## src/rtl/tiger_fetch_pkg.sv

```systemverilog
// Shared fetch-stage definitions: state encodings, NOP constant, helpers.
// Imported by tiger_fetch.
package tiger_fetch_pkg;

    typedef enum logic [1:0] {
        FS_ISSUE = 2'd0,
        FS_WAIT  = 2'd1,
        FS_HOLD  = 2'd2,
        FS_DRAIN = 2'd3
    } fetch_state_e;

    // sll $0,$0,0
    localparam logic [31:0] NOP_WORD_C = 32'h0000_0000;

    function automatic logic [31:0] word_align(input logic [31:0] a);
        return {a[31:2], 2'b00};
    endfunction

endpackage

```

## src/rtl/tiger_fetch.sv

```systemverilog
// Instruction fetch stage: one outstanding req/gnt/rvalid fetch, held for decode.
// Define TIGER_FETCH_CKPT_EN to enable the pc_b checkpoint/rollback register.
module tiger_fetch
    import tiger_fetch_pkg::*;
#(
    parameter logic [31:0] RESET_PC = 32'h0000_0000,
    parameter logic [31:0] NOP_WORD = NOP_WORD_C
) (
    input  logic        clk,
    input  logic        reset,
    input  logic        stall,
    input  logic        clear,
    input  logic [31:0] nextpc,
    output logic        imem_req,
    output logic [31:0] imem_addr,
    input  logic        imem_gnt,
    input  logic        imem_rvalid,
    input  logic [31:0] imem_rdata,
    output logic [31:0] instr,
    output logic        instrValid,
    output logic [31:0] pcDe,
    input  logic        poweron,
    input  logic        checkpointdone
);

    fetch_state_e state_q, state_d;
    logic [31:0]  pc_q, pc_d;
    logic [31:0]  instr_q, instr_d;
    logic         valid_q, valid_d;
    logic [31:0]  pcde_q, pcde_d;
    logic [31:0]  npc;

    assign npc = word_align(nextpc);

`ifdef TIGER_FETCH_CKPT_EN
    logic [31:0] pcb_q, pcb_d;
    logic        busy;

    // A request is still owed a response after this edge
    assign busy = ((state_q == FS_WAIT || state_q == FS_DRAIN) && !imem_rvalid)
               || (state_q == FS_ISSUE && imem_gnt);
`else
    logic unused_ckpt;
    assign unused_ckpt = poweron ^ checkpointdone;
`endif

    always_comb begin
        state_d = state_q;
        pc_d    = pc_q;
        instr_d = instr_q;
        valid_d = valid_q;
        pcde_d  = pcde_q;
`ifdef TIGER_FETCH_CKPT_EN
        pcb_d   = pcb_q;
`endif
        unique case (state_q)
            FS_ISSUE: begin
                if (imem_gnt) begin
                    state_d = clear ? FS_DRAIN : FS_WAIT;
                end
                if (clear) begin
                    pc_d = npc;
                end
            end
            FS_WAIT: begin
                if (clear) begin
                    pc_d    = npc;
                    valid_d = 1'b0;
                    state_d = imem_rvalid ? FS_ISSUE : FS_DRAIN;
                end else if (imem_rvalid) begin
                    instr_d = imem_rdata;
                    pcde_d  = pc_q;
                    valid_d = 1'b1;
                    state_d = FS_HOLD;
                end
            end
            FS_HOLD: begin
                if (clear || !stall) begin
                    pc_d    = npc;
                    valid_d = 1'b0;
                    instr_d = NOP_WORD;
                    state_d = FS_ISSUE;
                end
            end
            FS_DRAIN: begin
                if (clear) begin
                    pc_d = npc;
                end
                if (imem_rvalid) begin
                    state_d = FS_ISSUE;
                end
            end
            default: state_d = FS_ISSUE;
        endcase
`ifdef TIGER_FETCH_CKPT_EN
        if (checkpointdone) begin
            pcb_d = valid_q ? pcde_q : pc_q;
        end else if (poweron) begin
            pc_d    = pcb_q;
            valid_d = 1'b0;
            instr_d = NOP_WORD;
            pcde_d  = pcde_q;
            state_d = busy ? FS_DRAIN : FS_ISSUE;
        end
`endif
    end

    always_ff @(posedge clk or posedge reset) begin
        if (reset) begin
            state_q <= FS_ISSUE;
            pc_q    <= RESET_PC;
            instr_q <= NOP_WORD;
            valid_q <= 1'b0;
            pcde_q  <= 32'h0;
        end else begin
            state_q <= state_d;
            pc_q    <= pc_d;
            instr_q <= instr_d;
            valid_q <= valid_d;
            pcde_q  <= pcde_d;
        end
    end

`ifdef TIGER_FETCH_CKPT_EN
    always_ff @(posedge clk or posedge reset) begin
        if (reset) begin
            pcb_q <= 32'h0;
        end else begin
            pcb_q <= pcb_d;
        end
    end
`endif

    // Request is suppressed while reset is held even though state is ISSUE
    assign imem_req   = (state_q == FS_ISSUE) && !reset;
    assign imem_addr  = word_align(pc_q);
    assign instr      = instr_q;
    assign instrValid = valid_q;
    assign pcDe       = pcde_q;

endmodule

```

## config.mk

```make
export PLATFORM = sky130hd
export DESIGN_NAME = tiger_fetch
export DESIGN_NICKNAME = d
export VERILOG_FILES = /design/src/rtl/tiger_fetch_pkg.sv /design/src/rtl/tiger_fetch.sv
export SDC_FILE = /design/constraint.sdc
export NUM_CORES = 1
export LEC_CHECK = 0
export BUFFER_PORTS_ARGS = -buffer_cell sky130_fd_sc_hd__buf_2
export CORE_ASPECT_RATIO = 1.4
export CORE_MARGIN = 2
export CORE_UTILIZATION = 46
export DETAILED_ROUTE_END_ITERATION = 10
export PLACE_DENSITY = 0.77
export SYNTH_ARGS = -nofsm -noshare
export SYNTH_HDL_FRONTEND = slang
export SYNTH_SLANG_ARGS = --single-unit
export TNS_END_PERCENT = 100
```

## constraint.sdc

```tcl
create_clock -name clk -period 3.5 [get_ports clk]
set_input_delay 0 -clock clk [delete_from_list [all_inputs] [get_ports clk]]
set_output_delay 0 -clock clk [all_outputs]
set_load 0.02 [all_outputs]
```

==> results of run 1 <==
registers in the layout, summed over array words and instances, names as in the netlist:
name / cells
pcDe: 30
instrValid: 1
state_q: 2
instr: 32
pc_q: 30
stage by stage:
step	std cells	total power, uW	utilization	area, um2	hold WS, ns
floorplan	233	2770	-	3670	0.0795
global placement	477	3290	0.583	4520	0.113
detailed placement	477	3360	0.583	4520	0.131
CTS	557	4080	0.690	5350	0.0414
global route	557	4280	0.690	5350	0.0708
finish	557	4050	0.690	5350	0.0683
synthesized netlist by cell type:
library cell / count
sky130_fd_sc_hd__inv_2: 1
sky130_fd_sc_hd__o2bb2ai_1: 1
sky130_fd_sc_hd__inv_1: 1
sky130_fd_sc_hd__nor2_1: 2
sky130_fd_sc_hd__a32o_1: 32
sky130_fd_sc_hd__nor2b_1: 2
sky130_fd_sc_hd__and3b_1: 1
sky130_fd_sc_hd__o21a_1: 1
sky130_fd_sc_hd__o21ai_0: 1
sky130_fd_sc_hd__nand2b_1: 1
sky130_fd_sc_hd__nor3b_2: 1
sky130_fd_sc_hd__nor3_1: 1
sky130_fd_sc_hd__dfrtp_1: 95
sky130_fd_sc_hd__a21oi_1: 2
sky130_fd_sc_hd__a221oi_1: 1
sky130_fd_sc_hd__clkbuf_1: 3
sky130_fd_sc_hd__o21bai_2: 1
sky130_fd_sc_hd__o21bai_1: 1
sky130_fd_sc_hd__buf_4: 7
sky130_fd_sc_hd__mux2_1: 60
sky130_fd_sc_hd__nand2_1: 1
sky130_fd_sc_hd__buf_2: 11
sky130_fd_sc_hd__xor2_1: 1
sky130_fd_sc_hd__conb_1: 1
sky130_fd_sc_hd__nand4bb_4: 1
path summary, 6_finish.rpt:
| check | startpoint | to | slack, ns | cells after the start |
|---|---|---|---|---|
| worst max-delay path | state_q[1]$_DFFE_PP0P_ | instr[27]$_DFFE_PP0P_ | 1.10 | 3 |
| worst min-delay path | imem_rvalid | state_q[1]$_DFFE_PP0P_ | 0.07 | 3 |
| worst max register to register | state_q[1]$_DFFE_PP0P_ | instr[27]$_DFFE_PP0P_ | 1.10 | 3 |
| worst min register to register | pcDe[2]$_DFFE_PP0P_ | pcDe[2]$_DFFE_PP0P_ | 0.49 | 1 |
| max in group asynchronous | reset | pc_q[18]$_DFFE_PP0P_ | 2.42 | 4 |
| min in group asynchronous | reset | instr[23]$_DFFE_PP0P_ | 0.28 | 3 |
worst register-to-register path, cell delays in order, from the launching register on:
cell	delay (ns)
sky130_fd_sc_hd__dfrtp_1	0.50
sky130_fd_sc_hd__nand4bb_4	0.65
sky130_fd_sc_hd__o21a_1	0.71
sky130_fd_sc_hd__a32o_1	0.43
repair_timing:
item | 4_1_cts | 5_1_grt
setup endpoints to repair | 0 | 0
hold endpoints to repair | 102 | 0
hold buffers | 65 | 0
resized for setup | 0 | 0
layout by cell type, fill, tap and decap left out, types with 2 or more instances in the layout:
cell type	netlist	final
sky130_fd_sc_hd__nor2b_1	2	2
sky130_fd_sc_hd__a32o_1	32	32
sky130_fd_sc_hd__buf_2	11	161
sky130_fd_sc_hd__dlygate4sd3_1	0	65
sky130_fd_sc_hd__nor2_1	2	2
sky130_fd_sc_hd__dfrtp_1	95	95
sky130_fd_sc_hd__conb_1	1	4
sky130_fd_sc_hd__buf_4	7	4
sky130_fd_sc_hd__a21oi_1	2	2
sky130_fd_sc_hd__mux2_1	60	60
sky130_fd_sc_hd__clkinv_2	0	3
sky130_fd_sc_hd__clkbuf_8	0	12
cells by family after synthesis:
logic type / Yosys count / synth area share
other cells: 1 / 0.00103
buf+inv: 23 / 0.0346
compound gates: 40 / 0.104
flops: 95 / 0.650
xor+xnor: 1 / 0.00240
simple gates: 10 / 0.0229
mux: 60 / 0.185
power by group:
group / switching (uW) / internal, uW
combinational: 1010 / 649
clock: 352 / 310
sequential: 229 / 1490
total: 1590 / 2450
cell type report:
| type | instances | area share |
|---|---|---|
| Timing Repair Buffer | 230 | 0.278 |
| Multi-Input combinational cell | 115 | 0.218 |
| Inverter | 2 | 0.00164 |
| Clock inverter | 3 | 0.00327 |
| Sequential cell | 95 | 0.444 |
| Tap cell | 100 | 0.0234 |
| Clock buffer | 12 | 0.0309 |
layer usage:
metal	up-vias	part of all wire	track usage
li1	1299	-	-
met1	1442	0.40	0.232
met4	0	0.031	0.101
met2	124	0.51	0.370
met5	-	0	0
met3	23	0.053	0.0460
==> flow_summary_export.csv, run 1 <==
group,metric,value,unit
run_status,run_status,"completed",
sta,worst_clock_skew,0.00583,ns
logic_synthesis,ys_warn_count,0,
worst_setup_path,cpPeakStageDelay,0.71,ns
sta,maxSlewHeadroom,0.143,
global_route,grt_pass1_wl,13700,um
sta,setup-violations-final,0,
global_route,grt_remaining_overflow,0,
sta,fin_tns_setup,0,ns
sta,setup_repair_after_global_routing_missed_its_margin,"no",
sta,finalCriticalPeriod,2.40,ns
logic_synthesis,synth_seq_cells,95,
sta,tightest_slew,1.28,ns
cts,cts.sinks,95,
worst_setup_path,crit_path_top_delay_cell,"sky130_fd_sc_hd__o21a_1",
logic_synthesis,mappedNetlistArea,3650,um2
placed_design,dp_slack,1.07,ns
worst_setup_path,worstSetupEndpointType,"register",
cts,cts_made_buffers,9,
worst_setup_path,worst_ep_required_time,3.74,ns
cts,clock_tree.root_cell,"sky130_fd_sc_hd__clkbuf_8",
worst_hold_path,holdCritPathClass,"input port to register",
sta,finalHoldViolations,0,
routing,drcViolationCount,0,
routing,detail-route-antenna-nets,0,
routing,ratio_of_routed_vias_to_standard_cells,5.18,
global_route,grt_max_degree,41,
worst_setup_path,worst-path-buf-inv,0,
worst_setup_path,timing.critical_path.from_type,"register",
die,core_region_area,7750,um2
global_route,grt_pass1_vias,2953,
worst_setup_path,timing.critical_path.arrival,2.64,ns
die,die_area,8680,um2
die,fp.dieW,79.3,um
cts,insertion_delay,0.35,ns
finish,design.final.nets,525,
placed_design,place.gp.congestion,0.693,
routing,routed_wirelength,8830,um
cts,clock_tree_from_tritoncts,"built",
finish,final.fill_count,548,
power,leakagePower,0.00265,uW
finish,drive_above_1_share,0.405,
cts,cts.repair_timing.setup_buffer_count,0,
global_route,antenna_found_initial,0,
logic_synthesis,synth_top_area_share,0.650,
logic_synthesis,mean_post_synth_cell_area,15.9,um2
global_route,grt_use_total,0.207,
placed_design,dp_hpwl,5550,um
logic_synthesis,synthDominantAreaCellType,"sky130_fd_sc_hd__dfrtp_1",
power,ir_worst_vdd,0.463,mV
cts,path_clk_slew,0.09,ns
sta,min_period_over_period,0.685,
logic_synthesis,ys_types,25,
cts,cts-htree-levels,3,
logic_synthesis,yosysSeqAreaShare,0.650,
worst_setup_path,timing.setup.critical_path_class,"register to register",
worst_setup_path,path_cells,"nand4bb_4 -> o21a_1 -> a32o_1",
finish,multi_input_area,1170,um2
logic_synthesis,postSynthCellCount,230,
routing,routed-via-count,2888,
routing,detailedRoute.firstPassIterationCount,6,
routing,wire_per_inst,15.8,um
die,die_h,109,um
power,power_density,757,nW/um2
sta,worst_slack,1.10,ns
sta,timing.fmax,0.417,GHz
routing,initialDrtViolationCount,103,
flow_run,cap_viol_max_count,0,
placed_design,port_buffer_count,161,
finish,antenna_cells,0,
sta,pins_over_slew_limit,0,
die,floorplan.initialDensity,0.472,
die,pin_count,170,
logic_synthesis,synth_top_cells_by_area,"sky130_fd_sc_hd__dfrtp_1, sky130_fd_sc_hd__mux2_1, sky130_fd_sc_hd__a32o_1",
finish,layout_stage_area_growth_over_the_synthesis_result,46.4,%
worst_setup_path,cp_top_family,"compound AO/OA/AOI/OAI gates",
die,core.rowCount,38,
worst_setup_path,worstPathMaxFanout,32,
cts,cts_buffer_depth,2,
finish,final-seq-area,2380,um2
Power figures use the tool's default switching activity.
==> run 2, diff against run 1 <==
ABC_AREA = 1   (was default)
CORE_UTILIZATION = 43   (was 46)
PLACE_DENSITY = 0.74   (was 0.77)
clock period = 2.1 ns   (was 3.5 ns; I/O delays follow)
==> run 2 against run 1 <==
  * Clock power rose by 140%
  * Sequential power is 78% higher
  * Cell count is 51% higher
  * Power increased by 110%
  * Maximum frequency rose by 34%
  * Synthesized area up 13%
  * Critical endpoint is now instr[0]$_DFFE_PP0P_
  * Synthesized cell count up 120%
  * Hold slack got worse by 0.059 ns
  * Flip-flop and latch count did not move
  * Critical path type unchanged
==> flow_summary_export.csv, run 2 <==
group,metric,value,unit
run_status,run_status,"completed",
worst_setup_path,timing.setup.critical_path_class,"register to register",
worst_setup_path,cpPeakStageDelay,0.53,ns
cts,cts.repair_timing.setup_buffer_count,0,
logic_synthesis,synth_top_cells_by_area,"sky130_fd_sc_hd__dfrtp_1, sky130_fd_sc_hd__nand2_1, sky130_fd_sc_hd__inv_1",
worst_setup_path,timing.critical_path.from_type,"register",
power,leakagePower,0.00346,uW
logic_synthesis,synthFlopType,"sky130_fd_sc_hd__dfrtp_1",
routing,drcViolationCount,0,
die,die_area,10400,um2
cts,clock_tree_from_tritoncts,"built",
global_route,antenna_found_initial,0,
routing,wire_per_inst,12.9,um
finish,antenna_cells,0,
logic_synthesis,async_reset_ff_frac,1.00,
routing,initialDrtViolationCount,178,
logic_synthesis,synthDominantAreaCellType,"sky130_fd_sc_hd__dfrtp_1",
cts,postCtsResizedCells,0,
die,core_region_area,9410,um2
sta,setup_repair_after_global_routing_missed_its_margin,"no",
worst_setup_path,crit_top_cell,"sky130_fd_sc_hd__nand2_1",
finish,layout_commonest_cell,"sky130_fd_sc_hd__buf_2",
sta,tightest_slew,0.768,ns
routing,ratio_of_routed_vias_to_standard_cells,4.67,
cts,clock_tree.root_cell,"sky130_fd_sc_hd__clkbuf_16",
worst_setup_path,worst-path-buf-inv,1,
finish,layout_stage_area_growth_over_the_synthesis_result,44.2,%
logic_synthesis,synth_commonest_cells,"sky130_fd_sc_hd__nand2_1, sky130_fd_sc_hd__inv_1, sky130_fd_sc_hd__dfrtp_1",
sta,min_period_over_period,0.853,
worst_setup_path,worstPathMaxFanout,32,
die,core.rowCount,42,
power,power_density,1410,nW/um2
finish,layout.cells.most_common_list,"sky130_fd_sc_hd__buf_2, sky130_fd_sc_hd__nand2_1, sky130_fd_sc_hd__inv_1",
die,pin_count,170,
sta,setup-violations-final,0,
worst_setup_path,cp_top_family,"simple AND/OR/NAND/NOR gates",
worst_setup_path,crit_path_top_delay_cell,"sky130_fd_sc_hd__nand3_2",
sta,timing.fmax,0.558,GHz
cts,cts_made_buffers,9,
logic_synthesis,ys_warn_count,0,
finish,finalNonFillerCells,839,
cts,cts.sinks,95,
finish,design.final.nets,797,
routing,routed_wirelength,10800,um
logic_synthesis,yosysSeqAreaShare,0.576,
flow_run,cap_viol_max_count,0,
sta,finalHoldViolations,0,
logic_synthesis,synth_seq_cells,95,
logic_synthesis,ys_types,19,
finish,largest_register_ff_count,32,
routing,detail-route-antenna-nets,0,
worst_hold_path,hp-start,"imem_rdata[20]",
placed_design,dp_hpwl,6730,um
cts,insertion_delay,0.34,ns
cts,cts_buffer_depth,2,
routing,detailedRoute.firstPassIterationCount,5,
global_route,grt_use_total,0.208,
sta,finalCriticalPeriod,1.79,ns
logic_synthesis,synth-edff-count,0,
worst_setup_path,worst_ep_required_time,2.33,ns
cts,cts-htree-levels,3,
die,die_h,120,um
placed_design,place.gp.congestion,0.831,
global_route,grt_pass1_wl,17100,um
routing,routed-via-count,3916,
worst_setup_path,cp-startpoint,"state_q[0]$_DFFE_PP0P_",
worst_setup_path,path_cells,"inv_2 -> nand2_1 -> nand2_1 -> nand3_2 -> nand2_1 -> nand2_1",
logic_synthesis,postSynthCellCount,511,
die,floorplan.initialDensity,0.439,
worst_setup_path,crit-reg2reg-launch,"state_q[0]$_DFFE_PP0P_",
power,ir_worst_vdd,0.634,mV
global_route,grt_max_degree,62,
logic_synthesis,synth_most_common_cell,"sky130_fd_sc_hd__nand2_1",
sta,fin_tns_setup,0,ns
global_route,grt_remaining_overflow,0,
logic_synthesis,mean_post_synth_cell_area,8.08,um2
die,fp.dieW,86.8,um
logic_synthesis,synth_top_area_share,0.576,
worst_setup_path,worstSetupEndpointType,"register",
sta,pins_over_slew_limit,0,
global_route,grt_pass1_vias,3781,
worst_setup_path,timing.critical_path.arrival,2.02,ns
placed_design,placedCellCount,764,
sta,maxSlewHeadroom,0.487,
cts,cts_hold_repair.buffers,60,
cts,path_clk_slew,0.07,ns
worst_hold_path,holdCritPathClass,"input port to register",
logic_synthesis,mappedNetlistArea,4130,um2
placed_design,port_buffer_count,161,
sta,worst_clock_skew,0.00982,ns
finish,drive_above_1_share,0.262,
run 2: changes by cell type in the layout (fill, tap and decap cells not counted), sizes merged, moves of 2 or more:
| cell | before | now |
|---|---|---|
| a21oi | 2 | 0 |
| buf | 165 | 168 |
| a32o | 32 | 0 |
| nor2b | 2 | 0 |
| mux2 | 60 | 0 |
| nand2 | 1 | 141 |
| dlygate4sd3 | 65 | 60 |
| nor2 | 2 | 44 |
| nand3 | 0 | 36 |
| o21ai | 1 | 64 |
| o21bai | 2 | 0 |
| inv | 1 | 99 |
run 2: logic make-up after synthesis:
group / synth area share
buf+inv: 0.123
other cells: 0.000909
compound gates: 0.0822
simple gates: 0.217
flops: 0.576
run 2: final timing paths:
path                                         endpoint  slack [ns]  depth (start not counted)
worst max-delay path             instr[0]$_DFFE_PP0P_        0.31                          6
worst min-delay path            instr[20]$_DFFE_PP0P_       0.009                          5
worst max register to register   instr[0]$_DFFE_PP0P_        0.31                          6
worst min register to register  instr[12]$_DFFE_PP0P_        0.48                          2
max in group asynchronous        pcDe[16]$_DFFE_PP0P_        1.15                          4
min in group asynchronous       instr[11]$_DFFE_PP0P_        0.36                          3
run 2: layout make-up:
type	instances	area, um2
clock buffers	12	246
clock inverters	3	43.8
fillers	741	3450
inverters	100	379
multi-input cells	291	1260
flip-flops and latches	95	2380
well taps	110	138
repair buffers	228	1510
run 2: stage by stage:
stage / hold WS [ns] / total power (uW) / cell area, um2 / worst slack (ns) / util
6_report: 0.00920 / 8370 / 5950 / 0.308 / 0.633
5_1_grt: 0.0299 / 8950 / 5950 / 0.123 / 0.633
4_1_cts: 0.00366 / 8410 / 5950 / 0.303 / 0.633
3_5_place_dp: 0.181 / 6670 / 5060 / 0.325 / 0.538
3_3_place_gp: 0.172 / 6550 / 5060 / 0.410 / 0.538
2_1_floorplan: 0.0798 / 5410 / 4140 / 0.820 / -
run 2: power breakdown:
| group | switching, uW | total (uW) | internal [uW] |
|---|---|---|---|
| clock | 669 | 1620 | 950 |
| combinational | 2470 | 3690 | 1220 |
| sequential | 466 | 3060 | 2590 |
| total | 3610 | 8370 | 4760 |
run 2: worst reg2reg max path, stage by stage, from the launching register on:
cell                      delay (ns)
sky130_fd_sc_hd__dfrtp_1        0.47
sky130_fd_sc_hd__inv_2          0.13
sky130_fd_sc_hd__nand2_1        0.11
sky130_fd_sc_hd__nand2_1        0.12
sky130_fd_sc_hd__nand3_2        0.53
sky130_fd_sc_hd__nand2_1        0.24
sky130_fd_sc_hd__nand2_1        0.08
run 2: layer usage:
metal | vias to the layer above | wire length (um) | share of wire | track usage
li1 | 1947 | - | - | -
met1 | 1803 | 4390 | 0.41 | 0.243
met2 | 152 | 5470 | 0.51 | 0.363
met3 | 14 | 770 | 0.071 | 0.0557
met4 | 0 | 150 | 0.014 | 0.0713
met5 | - | 0 | 0 | 0
